### src/rtl/xorshift32_rewind.sv
// xorshift32_rewind
// Walks the xorshift32 (13/17/5) sequence backwards: given a generator state
// S and a step count N, returns the state that produced S N forward steps
// earlier. One backward step takes three cycles, one for each undone stage.
// The block handles one job at a time, with valid/ready on both sides.

module xorshift32_rewind #(
    parameter int STEPS_W = 16
) (
    input  logic               clk,
    input  logic               reset_n,
    input  logic               in_valid,
    output logic               in_ready,
    input  logic [31:0]        in_state,
    input  logic [STEPS_W-1:0] in_steps,
    output logic               out_valid,
    input  logic               out_ready,
    output logic [31:0]        out_state,
    output logic               out_err
);

    // state     | meaning
    // ----------+-----------------------------------------------------------
    // S_IDLE    | in_ready high, waiting for a job
    // S_UNDO5   | undo  x ^= x<<5  on the working register
    // S_UNDO17  | undo  x ^= x>>17 on the working register
    // S_UNDO13  | undo  x ^= x<<13, count one backward step done
    // S_DONE    | result presented, held until out_ready
    typedef enum logic [2:0] {
        S_IDLE   = 3'd0,
        S_UNDO5  = 3'd1,
        S_UNDO17 = 3'd2,
        S_UNDO13 = 3'd3,
        S_DONE   = 3'd4
    } state_t;

    state_t             state_q, state_d;
    logic [31:0]        r_q, r_d;
    logic [STEPS_W-1:0] cnt_q, cnt_d;
    logic               err_q, err_d;
    logic               in_ready_q, in_ready_d;
    logic               out_valid_q, out_valid_d;
    logic [31:0]        out_state_q, out_state_d;
    logic               out_err_q, out_err_d;

    // Inverse of x ^= x<<5: the shift contributions keep compounding, so the
    // closed form XORs every multiple of 5 that still fits in 32 bits.
    function automatic logic [31:0] undo5(input logic [31:0] x);
        return x ^ (x << 5) ^ (x << 10) ^ (x << 15) ^ (x << 20) ^ (x << 25) ^ (x << 30);
    endfunction

    // Inverse of x ^= x>>17: a second application already clears bits 34 and up.
    function automatic logic [31:0] undo17(input logic [31:0] x);
        return x ^ (x >> 17);
    endfunction

    // Inverse of x ^= x<<13: terms at 13 and 26 cover all 32 bits.
    function automatic logic [31:0] undo13(input logic [31:0] x);
        return x ^ (x << 13) ^ (x << 26);
    endfunction

    // Next-state and datapath: one undo stage per cycle, outputs precomputed
    // so they can be registered alongside the state.
    always_comb begin
        state_d     = state_q;
        r_d         = r_q;
        cnt_d       = cnt_q;
        err_d       = err_q;
        in_ready_d  = in_ready_q;
        out_valid_d = out_valid_q;
        out_state_d = out_state_q;
        out_err_d   = out_err_q;

        case (state_q)
            S_IDLE: begin
                if (in_valid) begin
                    r_d        = in_state;
                    cnt_d      = in_steps;
                    err_d      = (in_state == 32'd0);
                    in_ready_d = 1'b0;
                    if (in_steps == '0) begin
                        state_d     = S_DONE;
                        out_valid_d = 1'b1;
                        out_state_d = in_state;
                        out_err_d   = (in_state == 32'd0);
                    end else begin
                        state_d = S_UNDO5;
                    end
                end
            end

            S_UNDO5: begin
                r_d     = undo5(r_q);
                state_d = S_UNDO17;
            end

            S_UNDO17: begin
                r_d     = undo17(r_q);
                state_d = S_UNDO13;
            end

            S_UNDO13: begin
                r_d   = undo13(r_q);
                cnt_d = cnt_q - STEPS_W'(1);
                if (cnt_q == STEPS_W'(1)) begin
                    state_d     = S_DONE;
                    out_valid_d = 1'b1;
                    out_state_d = undo13(r_q);
                    out_err_d   = err_q;
                end else begin
                    state_d = S_UNDO5;
                end
            end

            S_DONE: begin
                if (out_ready) begin
                    state_d     = S_IDLE;
                    out_valid_d = 1'b0;
                    in_ready_d  = 1'b1;
                end
            end

            default: begin
                state_d     = S_IDLE;
                in_ready_d  = 1'b1;
                out_valid_d = 1'b0;
            end
        endcase
    end

    // State and output registers; reset discards any job in flight.
    always_ff @(posedge clk or negedge reset_n) begin
        if (!reset_n) begin
            state_q     <= S_IDLE;
            r_q         <= 32'd0;
            cnt_q       <= '0;
            err_q       <= 1'b0;
            in_ready_q  <= 1'b1;
            out_valid_q <= 1'b0;
            out_state_q <= 32'd0;
            out_err_q   <= 1'b0;
        end else begin
            state_q     <= state_d;
            r_q         <= r_d;
            cnt_q       <= cnt_d;
            err_q       <= err_d;
            in_ready_q  <= in_ready_d;
            out_valid_q <= out_valid_d;
            out_state_q <= out_state_d;
            out_err_q   <= out_err_d;
        end
    end

    assign in_ready  = in_ready_q;
    assign out_valid = out_valid_q;
    assign out_state = out_state_q;
    assign out_err   = out_err_q;

endmodule

### config.mk
export PLATFORM = sky130hd
export DESIGN_NAME = xorshift32_rewind
export DESIGN_NICKNAME = d
export VERILOG_FILES = /design/src/rtl/xorshift32_rewind.sv
export SDC_FILE = /design/constraint.sdc
export NUM_CORES = 1
export LEC_CHECK = 0
export BUFFER_PORTS_ARGS = -buffer_cell sky130_fd_sc_hd__buf_2
export CORE_MARGIN = 3
export CORE_UTILIZATION = 60
export CTS_BUF_LIST = sky130_fd_sc_hd__clkbuf_4
export DETAILED_ROUTE_END_ITERATION = 10
export PLACE_DENSITY = 0.93
export SYNTH_ARGS = -nofsm -noshare
export SYNTH_HDL_FRONTEND = slang
export SYNTH_SLANG_ARGS = --single-unit
export TNS_END_PERCENT = 1
### constraint.sdc
create_clock -name clk -period 5.65 [get_ports clk]
set_input_delay 0.8475 -clock clk [delete_from_list [all_inputs] [get_ports clk]]
set_output_delay 0.8475 -clock clk [all_outputs]
set_load 0.03 [all_outputs]
==> out/summary.txt <==
Vias: 5298
share of the synthesized area in the top cell type: 38.1%
cells along the critical path: inv_1 > a222oi_1 > nand2_2 > mux2_4
vias in the first global route: 5022
maximum vdd drop: 0.357 mV
CTS resizes: 0
worst hold stages: 2
input/output buffers: 86
Placeable Area: 8930 um^2
total grt overflow: 0
ant diodes: 0
Data arrival, critical path: 4.26 ns
Crit path depth: 4
DR pass1 iterations: 5
DRT Wirelength: 16300 um
final period utilization: 69.0%
EDFF count, synth: 0
leakage power: 0.00277 uW
Mapped Cells: 639
I/O pin cnt: 87
PwrDens: 742 nW/um^2
largest net degree at the start of global routing: 88
share of cells above drive strength 1: 21.3%
Area Growth Syn to Fin: 9.78%
Max-Cap Viols: 0
min Tclk post-route: 3.90 ns
Startpoint Class: register
Vias/cell: 6.65
Clock Latency Late Sink: 0.46 ns
CTS tree: built
cell with the most instances after synthesis: nand2_1
status: completed
die height: 103 um
reg2reg path depth: 4
Final Hold Fails: 0
die area: 10600 um^2
CTS Root Cell: clkbuf_4
Crit-path slowest cell: dfrtp_1
most common flop cell mapped by yosys: dfrtp_1
Starting Density: 63.2%
syn_nets: 693
largest fanout on the critical path: 34
Post-synth top cells: nand2_1, dfrtp_1, o21ai_0, nor2_1, clkbuf_1
sequential share of the synthesized area: 38.6%
H-tree levels: 3
worst hold path class: reg -> reg
ANT nets after route: 0
clk buf depth: 2
DRC violation total after the first TritonRoute iteration: 613
unrepaired setup endpoints after global routing: false
crit end category: register
drt wl/cell: 20.5 um
dominant cell type by area after synthesis: dfrtp_1
# setup viols final: 0
setup_tns: 0 ns
skew final: 0.0101 ns
syn_area_per_cell: 8.83 um^2
GRT Util Overall: 31.5%
fmax: 0.256 GHz
slew margin rel.: 19.6%
Yosys Warn Count: 0
Yosys cell types: 58
CTS Buf Count: 9
Detail Placement HPWL: 11500 um
WP buf/inv: 1
CP delay by family, top: flip-flops
Std-Cell Rows: 34
clk sink count: 87
DRC violations left: 0
antenna violations before repair: 0
Cell Area, Synth: 5640 um^2
Fill cells: 691
hold_ws: 0.513 ns
placed insts: 781
Post-CTS Setup Bufs: 0
required time of the worst setup path: 6.00 ns
final net count: 738
post-synthesis async set-or-reset flop share: 100%
top cells by area, synth: dfrtp_1, mux2_4, nand2_1, o21ai_0, xnor2_1
Slew Viols, Final: 0
slowest stage delay, CP: 1.02 ns
clock-pin slew on the worst setup and hold paths: 0.14 ns
worst slew pin tran: 1.20 ns
Pwr Total: 4600 uW
cts hold-fix bufs: 0
fin cells: 797
first-pass GRT wire length: 25600 um
die width: 103 um
crit path kind: reg -> reg
Final GP Congestion: 1.05
Seq cells post-synth: 87
cell usage in the layout (no fill, tap or decap), types with 8 or more instances in the layout:
master and instances:
clkbuf_4 10, xnor2_1 33, o21ai_0 66, o211ai_1 8
mux2_4 29, inv_1 12, nand3_1 9, nor4_1 17
a21oi_1 24, nand2_1 97, xor2_1 13, buf_2 85
nor2_1 54, nor3_1 12, o22ai_1 11, dfrtp_1 86
layer usage:
layer	wire length, um	up-vias	global-route usage, %
met1	6340	2511	40.1
met4	799	0	17.6
li1	-	2399	-
met2	7600	322	49.9
met5	0	-	0
met3	1570	66	6.50
cells by family after synthesis:
| logic type | after synthesis | share of synthesized area (%) |
|---|---|---|
| flops | 87 | 38.6 |
| mux | 38 | 9.44 |
| simple gates | 216 | 17.2 |
| fa+ha+maj | 2 | 0.443 |
| buf+inv | 70 | 5.21 |
| xor+xnor | 50 | 8.73 |
| compound gates | 176 | 20.4 |
area by class of cell:
class	instances	area [um^2]	area share, %
Multi-Input combinational cell	482	3180	51.3
Clock buffer	10	75.1	1.21
Sequential cell	87	2180	35.2
Tap cell	108	135	2.18
Inverter	13	48.8	0.788
Timing Repair Buffer	91	470	7.59
Clock inverter	6	109	1.76
per-stage QoR:
stage / utilization, % / instance area [um^2] / setup slack [ns]
after global placement: 67.3 / 6010 / 2.12
after detailed placement: 67.3 / 6010 / 1.89
after CTS: 69.4 / 6200 / 1.87
after global routing: 69.4 / 6200 / 1.49
final: 69.4 / 6200 / 1.75
after floorplan: - / 5640 / 3.12
state kept, by name (all words and copies together), names as in the netlist:
register / count
out_state: 32
r_q: 32
cnt_q: 16
state_q: 3
err_q: 1
in_ready: 1
out_err: 1
out_valid: 1
tightest hold or removal path: stages (launching register included):
cell     delay (ns)
dfstp_2        0.40
nor2_1         0.08
a21oi_1        0.05
final timing paths:
kind	endpoint	slack (ns)	start
hold / removal	in_ready	0.51	in_ready
setup reg to reg	out_state[31]	1.75	state_q[0]
setup / recovery	out_state[31]	1.75	state_q[0]
min in group asynchronous	out_state[23]	0.54	reset_n
hold reg to reg	in_ready	0.51	in_ready
max in group asynchronous	out_state[21]	4.35	reset_n
report_power, final:
group | internal, uW | leakage, uW | switching, uW
Sequential | 927 | 0.00104 | 479
Combinational | 1190 | 0.00164 | 1550
Clock | 227 | 0.0000903 | 232
Total | 2340 | 0.00277 | 2260
(Power assumes the default switching activity.)
